## src/rtl/regfile_dump_reader.sv

```systemverilog
// Debug readback engine: walks the register file read ports two registers
// at a time and streams the contents out one register per valid/ready beat.
module regfile_dump_reader #(
  parameter int unsigned DATA_WIDTH = 64,
  parameter int unsigned IDX_WIDTH  = 5
) (
  input  logic                  Clk,
  input  logic                  resetl,
  input  logic                  Start,
  input  logic [IDX_WIDTH-1:0]  StartReg,
  input  logic [IDX_WIDTH:0]    Count,
  output logic [IDX_WIDTH-1:0]  RA,
  output logic [IDX_WIDTH-1:0]  RB,
  input  logic [DATA_WIDTH-1:0] BusA,
  input  logic [DATA_WIDTH-1:0] BusB,
  output logic [DATA_WIDTH-1:0] DumpData,
  output logic [IDX_WIDTH-1:0]  DumpIdx,
  output logic                  DumpValid,
  input  logic                  DumpReady,
  output logic                  DumpLast,
  output logic                  Busy,
  output logic                  Done
);

  localparam int unsigned CNT_W  = IDX_WIDTH + 1;
  localparam int unsigned N_REGS = 2 ** IDX_WIDTH;

  typedef enum logic [2:0] {
    S_IDLE   = 3'd0,
    S_READ   = 3'd1,
    S_SEND_A = 3'd2,
    S_SEND_B = 3'd3,
    S_DONE   = 3'd4
  } state_e;

  state_e                state_q;
  logic [IDX_WIDTH-1:0]  ptr_q;
  logic [CNT_W-1:0]      rem_q;
  logic [IDX_WIDTH-1:0]  ra_q;
  logic [IDX_WIDTH-1:0]  rb_q;
  logic [DATA_WIDTH-1:0] buf_b_q;
  logic [DATA_WIDTH-1:0] data_q;
  logic [IDX_WIDTH-1:0]  idx_q;
  logic                  valid_q;
  logic                  last_q;
  logic                  busy_q;
  logic                  done_q;
  logic [CNT_W-1:0]      count_eff_c;

  // Zero or oversized counts mean "the whole register file".
  always_comb begin
    count_eff_c = Count;
    if (Count == '0 || Count > CNT_W'(N_REGS)) begin
      count_eff_c = CNT_W'(N_REGS);
    end
  end

  // Dump sequencer: state, address pointer, beat buffer and registered outputs.
  always_ff @(posedge Clk or negedge resetl) begin
    if (!resetl) begin
      state_q <= S_IDLE;
      ptr_q   <= '0;
      rem_q   <= '0;
      ra_q    <= '0;
      rb_q    <= '0;
      buf_b_q <= '0;
      data_q  <= '0;
      idx_q   <= '0;
      valid_q <= 1'b0;
      last_q  <= 1'b0;
      busy_q  <= 1'b0;
      done_q  <= 1'b0;
    end else begin
      case (state_q)
        S_IDLE: begin
          if (Start) begin
            ptr_q   <= StartReg;
            rem_q   <= count_eff_c;
            ra_q    <= StartReg;
            rb_q    <= StartReg + IDX_WIDTH'(1);
            busy_q  <= 1'b1;
            state_q <= S_READ;
          end
        end
        S_READ: begin
          // Read data is sampled here; later regfile writes are not seen.
          buf_b_q <= BusB;
          data_q  <= BusA;
          idx_q   <= ptr_q;
          last_q  <= (rem_q == CNT_W'(1));
          valid_q <= 1'b1;
          state_q <= S_SEND_A;
        end
        S_SEND_A: begin
          if (DumpReady) begin
            if (rem_q == CNT_W'(1)) begin
              valid_q <= 1'b0;
              last_q  <= 1'b0;
              done_q  <= 1'b1;
              state_q <= S_DONE;
            end else begin
              rem_q   <= rem_q - CNT_W'(1);
              data_q  <= buf_b_q;
              idx_q   <= ptr_q + IDX_WIDTH'(1);
              last_q  <= (rem_q == CNT_W'(2));
              state_q <= S_SEND_B;
            end
          end
        end
        S_SEND_B: begin
          if (DumpReady) begin
            rem_q   <= rem_q - CNT_W'(1);
            valid_q <= 1'b0;
            last_q  <= 1'b0;
            if (rem_q == CNT_W'(1)) begin
              done_q  <= 1'b1;
              state_q <= S_DONE;
            end else begin
              ptr_q   <= ptr_q + IDX_WIDTH'(2);
              ra_q    <= ptr_q + IDX_WIDTH'(2);
              rb_q    <= ptr_q + IDX_WIDTH'(3);
              state_q <= S_READ;
            end
          end
        end
        S_DONE: begin
          done_q  <= 1'b0;
          busy_q  <= 1'b0;
          state_q <= S_IDLE;
        end
        default: begin
          valid_q <= 1'b0;
          last_q  <= 1'b0;
          busy_q  <= 1'b0;
          done_q  <= 1'b0;
          state_q <= S_IDLE;
        end
      endcase
    end
  end

  assign RA        = ra_q;
  assign RB        = rb_q;
  assign DumpData  = data_q;
  assign DumpIdx   = idx_q;
  assign DumpValid = valid_q;
  assign DumpLast  = last_q;
  assign Busy      = busy_q;
  assign Done      = done_q;

endmodule
```

## config.mk

```make
export PLATFORM = sky130hd
export DESIGN_NAME = regfile_dump_reader
export DESIGN_NICKNAME = d
export VERILOG_FILES = /design/src/rtl/regfile_dump_reader.sv
export SDC_FILE = /design/constraint.sdc
export NUM_CORES = 1
export LEC_CHECK = 0
export CAP_MARGIN = 20
export CORE_ASPECT_RATIO = 0.6
export CORE_MARGIN = 2
export CORE_UTILIZATION = 30
export DETAILED_ROUTE_END_ITERATION = 10
export PLACE_DENSITY = 0.6
export SYNTH_ARGS = -nofsm -noshare
export SYNTH_HDL_FRONTEND = slang
export SYNTH_SLANG_ARGS = --single-unit
export TNS_END_PERCENT = 10
```

## constraint.sdc

```tcl
create_clock -name Clk -period 1.97 [get_ports Clk]
set_input_delay 0.2955 -clock Clk [delete_from_list [all_inputs] [get_ports Clk]]
set_output_delay 0.2955 -clock Clk [all_outputs]
set_load 0.05 [all_outputs]
```

## Word level (Yosys, flattened, before mapping)

Index checks and enable logic that the tools add are counted.

- Add/subtract/negate cells: 5
- Order comparisons: 1
- Equal/unequal tests: 14
- Multiplexer cells: 38
- Bitwise operators: 3
- Reductions and logical operators: 18

Operators by type and width:

| kind | count |
|---|---|
| $mux W64 | 2 |
| $pmux W64 S2 | 1 |
| $mux W5 | 8 |
| $mux W6 | 5 |
| $pmux W5 S2 | 3 |
| $pmux W6 S3 | 1 |
| $mux W3 | 5 |
| $ne A2 B2 Y1 const B | 6 |
| $pmux W3 S4 | 1 |
| $reduce_and A3 Y1 | 4 |
| $add A5 B1 Y5 const B | 2 |
| $add A5 B2 Y5 const B | 2 |
| $mux W1 | 8 |
| $pmux W1 S4 | 2 |
| $reduce_and A4 Y1 | 2 |
| $eq A3 B2 Y1 const B | 2 |
| $eq A6 B1 Y1 const B | 1 |
| $eq A6 B2 Y1 const B | 1 |
| $gt A6 B6 Y1 const B | 1 |
| $logic_not A6 Y1 | 1 |
| $reduce_or A2 Y1 | 3 |
| $sub A6 B1 Y6 const B | 1 |
| $reduce_and A5 Y1 | 1 |
| $ne A2 B1 Y1 const B | 2 |
| 10 further kinds | 14 |

- Bits in registers: 156
- Bits of input ports: 143
- Output and inout port bits: 83
- Word-level logic and storage cells: 90

## Longest topological paths before layout

Gate-level depths: netlist (run 1).

- Depth after elaboration: 5
- Mapped depth: 7

## Least setup slack after synthesis (run 1)

No wires, ideal clock.

- Kind: register to register
- Start: reg RA[1] (netlist name)
- End: reg rb_q[3], in the netlist RB[3]
- Setup time: 0.128 ns
- Arrival time: 1.664 ns
- Setup slack: 0.178 ns
- Stages on the path, launching flop included: 7
- Buffers on the path: 0
- Period minus slack after synthesis: 1.792 ns
- Cell sequence: dfrtp_1 > inv_1 > ha_1 > a21oi_1 > xnor2_1 > mux2i_1 > mux2_1

RTL lines:

| what | line | RTL |
|---|---|---|
| end signal, assigned | 80 | `rb_q <= StartReg + IDX_WIDTH'(1);` |
| end signal, assigned | 121 | `rb_q <= ptr_q + IDX_WIDTH'(3);` |
| end, declared | 40 | `logic [IDX_WIDTH-1:0] rb_q;` |

## Worst setup path in the final report (run 1)

- Start: reg data_q[23], in the netlist DumpData[23]
- End: out DumpData[23]

RTL lines:

| what | line | RTL |
|---|---|---|
| start, declared | 42 | `logic [DATA_WIDTH-1:0] data_q;` |
| start signal, assigned | 88 | `data_q <= BusA;` |
| start signal, assigned | 103 | `data_q <= buf_b_q;` |
| end, declared | 16 | `output logic [DATA_WIDTH-1:0] DumpData,` |

No word-level cell between the ends.

==> metrics.csv, run 1 <==
stage,metric,value,unit
clock_network,h-tree-depth,4,
critical_path,reg2reg_slack,0.07,ns
routing,detail-route-antenna-nets,0,
timing,worst_pin_slew,0.571,ns
routing,drtIter0Drc,187,
timing,max_slew_margin,61.9,%
global_routing,grt_usage,15.4,%
status,run_status,"finished, final reports clean",
synth,ys_types,49,
global_routing,grt_antenna_before_repair,1,
critical_path,r2r-end,RB[1]$_DFFE_PN0P_,
critical_path,endpoint_kind,primary output,
critical_path,path_class,flop to primary output,
clock_network,clockBufferDepth,2,
synth,synth_warnings,0,
synth,synth_cells,517,
critical_path,cp.arrival,1.62,ns
floorplan,core-area,24500,sq um
layout,layout_commonest_cell,clkdlybuf4s50_1,
timing,slew_viol_final,0,
pwr,peakVddDrop,0.935,mV
clock_network,root_buffer,clkbuf_16,
critical_path,worstRegToRegCells,5,
clock_network,clk_latency,0.42,ns
critical_path,cp_num_buf_inv,1,
synth,synthArstFlopShare,100,%
layout,final_area,11000,sq um
global_routing,grt_pass1_vias,5739,
floorplan,ios,226,
critical_path,cpLargestDelayFamily,buffers and inverters,
routing,drc,0,
critical_path,startpoint_type,flop,
min_path,hold_class,input pin to asynchronous set/reset pin,
placement,portBuffers,225,
floorplan,die_area,26600,sq um
routing,vias_per_cell,4.64,
floorplan,die_height,127,um
timing,fmax,522,MHz
routing,first_pass_iters,4,
run,maxCapViolCount,0,
routing,wl_per_cell,17.8,um
synth,ys_seq_area_share,51.5,%
critical_path,rr_startpoint,rem_q[2]$_DFFE_PN0P_,
critical_path,cp_slowest_stage_delay,0.85,ns
layout,most-common-layout-cells,"clkdlybuf4s50_1, dfrtp_1, mux2_2",
layout,fin_nets,914,
synth,syn_area_per_cell,14.7,sq um
floorplan,initial_core_util,30.9,%
global_routing,grt_max_degree,76,
placement,placement.cell_area,10300,sq um
global_routing,overflow,0,
pwr,p_per_area,1940,nW/um^2
layout,area_growth,44.9,%
clock_network,numCtsBuffers,17,
placement,dp.final_hpwl,14200,um
critical_path,slowest_stage,clkdlybuf4s50_1,
timing,fin_ws,0.0558,ns
timing,skew,0.00961,ns
timing,hold_violations,0,
layout,drive_gt1_share,29.5,%
floorplan,num_rows,44,
clock_network,cts.clk_slew.worst_paths,0.06,ns
clock_network,post_cts_buffers,0,
pwr,p_total,21.3,mW
critical_path,worst-path-max-fanout,2,
global_routing,grt_first_pass_wirelength,31600,um
critical_path,required,1.67,ns
timing,setup_viol,0,
layout,fill_cells,2152,
timing,period_share,97.2,%
routing,wl,19500,um
clock_network,cts.sinks,156,
critical_path,path_cells,clkdlybuf4s50_1,
routing,via_count,5089,
synth,synth_area,7580,sq um
synth,synth_edf_count,0,
placement,gp_congestion,0.848,
timing,fin_crit,1.91,ns
placement,post-place-ws,-0.0600,ns
synth,synth_seq_cells,156,
floorplan,die_w,209,um
synth,yosys_most_used_dff,dfrtp_1,
synth,synth_nets,668,
pwr,leakagePower,4.73,nW
clock_network,cts_tree,built,
-- power by group --
part / internal, mW / switching, mW / leakage (nW)
logic: 5.75 / 6.22 / 2.61
clock network: 2.07 / 1.27 / 0.284
registers: 4.90 / 1.05 / 1.84
-- repair_timing --
| item | CTS | global route |
|---|---|---|
| hold buffers | 1 | 0 |
| setup endpoints to repair | 0 | 21 |
| resized for setup | 0 | 16 |
| endpoints found under the hold margin | 26 | 0 |
-- cells in the mapped netlist (3+ instances only) --
cell type	number	area [sq um]
inv_1	10	37.5
nand3_1	3	15.0
xnor2_1	5	43.8
buf_2	17	85.1
nand2b_1	3	18.8
mux2_2	78	878
mux2_1	56	631
a21oi_1	7	35.0
a2bb2oi_1	4	35.0
a31oi_1	9	56.3
nor2_1	10	37.5
dfrtp_1	156	3900
nand2_1	13	48.8
o22ai_1	4	25.0
buf_12	7	140
o21ai_0	8	40.0
ha_1	8	100
xor2_1	4	35.0
clkbuf_1	4	15.0
mux2i_1	4	40.0
a221oi_1	3	26.3
mux2_4	69	1040
-- metrics by stage --
stage	TNS, ns	hold slack (ns)	cells	util (%)
after floorplan	0	-0.0000911	517	-
after global placement	-0.434	0.189	1065	42.2
after detailed placement	-2.82	0.193	1065	42.2
after CTS	0	0.290	1095	44.6
after global routing	-0.0173	0.305	1096	44.8
final	0	0.309	1096	44.8
-- metal layers --
metal | wire (um) | up-vias | GRT usage [%]
met5 | 0 | - | 0
met2 | 8570 | 137 | 23.2
li1 | - | 2352 | -
met3 | 1630 | 13 | 6.66
met1 | 9140 | 2587 | 20.4
met4 | 195 | 0 | 4.03
-- how the worst max path moves through the flow --
stage | start | end | cells past startpoint | slack, ns
after floorplan | RA[1]$_DFFE_PN0P_ | RB[3]$_DFFE_PN0P_ | 6 | 0.18
after global placement | DumpReady | DumpData[52]$_DFFE_PN0P_ | 6 | -0.02
after detailed placement | DumpReady | DumpData[30]$_DFFE_PN0P_ | 6 | -0.06
after CTS | DumpData[52]$_DFFE_PN0P_ | DumpData[52] | 1 | 0.01
after global routing | rem_q[2]$_DFFE_PN0P_ | RB[2]$_DFFE_PN0P_ | 5 | -0.006
final | DumpData[23]$_DFFE_PN0P_ | DumpData[23] | 1 | 0.06
-- sequential cells by signal, summed over array words and instances (netlist names) --
signal     count
Busy           1
Done           1
DumpData      64
DumpIdx        5
DumpLast       1
DumpValid      1
RA             5
RB             5
buf_b_q       64
rem_q          6
state_q        3
-- cell type report --
type	instances	area, sq um	area share, %
multi-input cells	322	3400	31.0
diodes	1	2.50	0.0228
inverters	10	37.5	0.342
well taps	322	403	3.67
repair buffers	256	2630	24.0
flip-flops and latches	156	3910	35.6
clock inverters	7	115	1.05
clock buffers	22	474	4.32
-- logic make-up after synthesis --
family,after synthesis,synth area share [%]
buf+inv,39,3.81
fa+ha+maj,8,1.32
mux,207,34.1
xor+xnor,9,1.04
compound gates,48,4.51
simple gates,50,3.67
flops,156,51.5
(Power assumes the default switching activity.)
==> inputs of run 2 (changes only) <==
Settings changed: CELL_PAD_IN_SITES_DETAIL_PLACEMENT from default to 0, CELL_PAD_IN_SITES_GLOBAL_PLACEMENT from default to 2, CTS_BUF_LIST from default to sky130_fd_sc_hd__clkbuf_4 sky130_fd_sc_hd__clkbuf_8, PLACE_DENSITY 0.6 to 0.81, SLEW_MARGIN from default to 40.
==> run 2 against run 1 <==
  * Flip-flop and latch count stayed put
  * Via count decreased by 1.0%
  * Clock power shrank 16%
  * Design area is 1.5% lower
  * Die area unchanged
  * Count of clock-buffer cells in the layout did not move
  * Sequential power fell by 0.7%
  * Sequential share of layout area increased by 0.52 points
  * Core utilization fell by 0.68 points
  * Non-clock buffer count is 8 higher
  * Clock skew rose by 0.0058 ns
  * Critical endpoint is now rem_q[2]$_DFFE_PN0P_
==> metrics.csv, run 2 (synthesis gave the netlist of run 1 again) <==
stage,metric,value,unit
critical_path,endpoint_kind,flop,
critical_path,reg2reg_slack,0.06,ns
floorplan,ios,226,
floorplan,num_rows,44,
global_routing,grt_antenna_before_repair,0,
global_routing,grt_usage,15.6,%
pwr,leakagePower,4.87,nW
critical_path,cp_num_buf_inv,1,
pwr,p_int,11.8,mW
floorplan,initial_core_util,30.9,%
timing,skew,0.0154,ns
routing,drtIter0Drc,158,
placement,post-place-ws,-0.0503,ns
floorplan,core-area,24500,sq um
global_routing,grt_max_degree,55,
floorplan,die_height,127,um
pwr,p_per_area,1880,nW/um^2
status,run_status,"finished, final reports clean",
clock_network,cts_tree,built,
timing,setup_viol,0,
critical_path,setup.worst_path.start,rem_q[3]$_DFFE_PN0P_,
min_path,hold_class,input pin to asynchronous set/reset pin,
routing,detail-route-antenna-nets,0,
pwr,seq_power_share,29.1,%
pwr,peakVddDrop,0.757,mV
timing,hold_violations,0,
clock_network,clockBufferDepth,2,
critical_path,worst-path-max-fanout,6,
layout,most-common-layout-cells,"dfrtp_1, clkdlybuf4s50_1, mux2_2",
routing,wl,20100,um
run,maxCapViolCount,0,
pwr,clockPowerShare,13.7,%
pwr,swShare,41.8,%
layout,fin_nets,922,
critical_path,cp_slowest_stage_delay,0.59,ns
clock_network,numCtsBuffers,17,
clock_network,h-tree-depth,4,
critical_path,critPathCapture,rem_q[2]$_DFFE_PN0P_,
critical_path,worstRegToRegCells,5,
routing,drc,0,
clock_network,cts.sinks,156,
layout,drive_gt1_share,30.0,%
global_routing,grt_first_pass_wirelength,31900,um
layout,num_antenna_cells,0,
timing,period_share,97.1,%
clock_network,post_cts_buffers,0,
layout,area_growth,42.7,%
floorplan,die_area,26600,sq um
timing,hold_ws,0.343,ns
critical_path,path_class,flop to flop,
critical_path,cp.arrival,2.27,ns
critical_path,rr_startpoint,rem_q[3]$_DFFE_PN0P_,
clock_network,clk_latency,0.45,ns
layout,layout_commonest_cell,dfrtp_1,
timing,slew_viol_final,0,
placement,portBuffers,225,
pwr,power.switching,8.47,mW
routing,wl_per_cell,18.2,um
timing,finalSetupTns,0,ns
timing,max_slew_margin,64.6,%
routing,via_count,5037,
timing,fin_crit,1.91,ns
placement,gp_congestion,0.815,
critical_path,r2r-end,rem_q[2]$_DFFE_PN0P_,
critical_path,cpLargestDelayFamily,compound AO/OA/AOI/OAI gates,
timing,fmax,523,MHz
critical_path,path_cells,or4_4 -> o311ai_4 -> a21oi_2 -> buf_4 -> a22oi_1,
timing,fin_ws,0.0562,ns
critical_path,cp_num_cells,5,
pwr,p_total,20.3,mW
floorplan,die_w,209,um
global_routing,grt_pass1_vias,5611,
routing,first_pass_iters,4,
timing,rsz0062_at_grt,true,
global_routing,overflow,0,
placement,dp.final_hpwl,15000,um
timing,worst_pin_slew,0.530,ns
critical_path,slowest_stage,or4_4,
critical_path,startpoint_type,flop,
routing,vias_per_cell,4.57,
pwr,p_comb_share,57.2,%
critical_path,required,2.33,ns
clock_network,cts.clk_slew.worst_paths,0.09,ns
clock_network,root_buffer,clkbuf_8,
-- run 2: cell type report --
type | instances | area [sq um]
Clock buffer | 22 | 290
Timing Repair Buffer | 264 | 2610
Multi-Input combinational cell | 322 | 3400
Fill cell | 2228 | 13700
Sequential cell | 156 | 3900
Inverter | 10 | 37.5
Tap cell | 322 | 403
Clock inverter | 7 | 163
-- run 2: timing repair --
| item | 4_1_cts | 5_1_grt |
|---|---|---|
| hold buffers | 1 | 0 |
| endpoints found under the hold margin | 36 | 0 |
| cloned | 0 | 0 |
| setup endpoints to repair | 52 | 41 |
| gates resized for setup | 52 | 20 |
-- run 2: power groups by stage --
stage	logic, mW	clock network, mW	registers (mW)
2_1_floorplan	5.81	0	8.69
3_3_place_gp	11.9	0	5.90
3_5_place_dp	12.1	0	5.96
4_1_cts	11.7	2.86	5.92
5_1_grt	12.2	3.02	6.15
6_report	11.6	2.79	5.90
-- run 2: worst min-delay path by stage --
stage | slack (ns) | endpoint
detailed placement | 0.26 | DumpData[53]$_DFFE_PN0P_
global route | 0.34 | buf_b_q[51]$_DFFE_PN0P_
finish | 0.34 | buf_b_q[51]$_DFFE_PN0P_
CTS | 0.33 | buf_b_q[51]$_DFFE_PN0P_
floorplan | -0.00009 | Busy$_DFFE_PN0P_
global placement | 0.26 | RA[4]$_DFFE_PN0P_
-- run 2: routing by layer --
metal / global-route usage (%) / vias up / share of wire [%]
li1: - / 2364 / -
met1: 22.4 / 2502 / 50
met2: 22.8 / 157 / 43
met3: 5.09 / 14 / 6.6
met4: 3.61 / 0 / 0.75
met5: 0 / - / 0
-- run 2: per-stage QoR --
step           area (sq um)  cells  utilization (%)
5_1_grt               10800   1103             44.1
3_3_place_gp          10400   1073             42.3
2_1_floorplan          7580    517                -
4_1_cts               10800   1103             43.9
3_5_place_dp          10400   1073             42.3
6_report              10800   1103             44.1
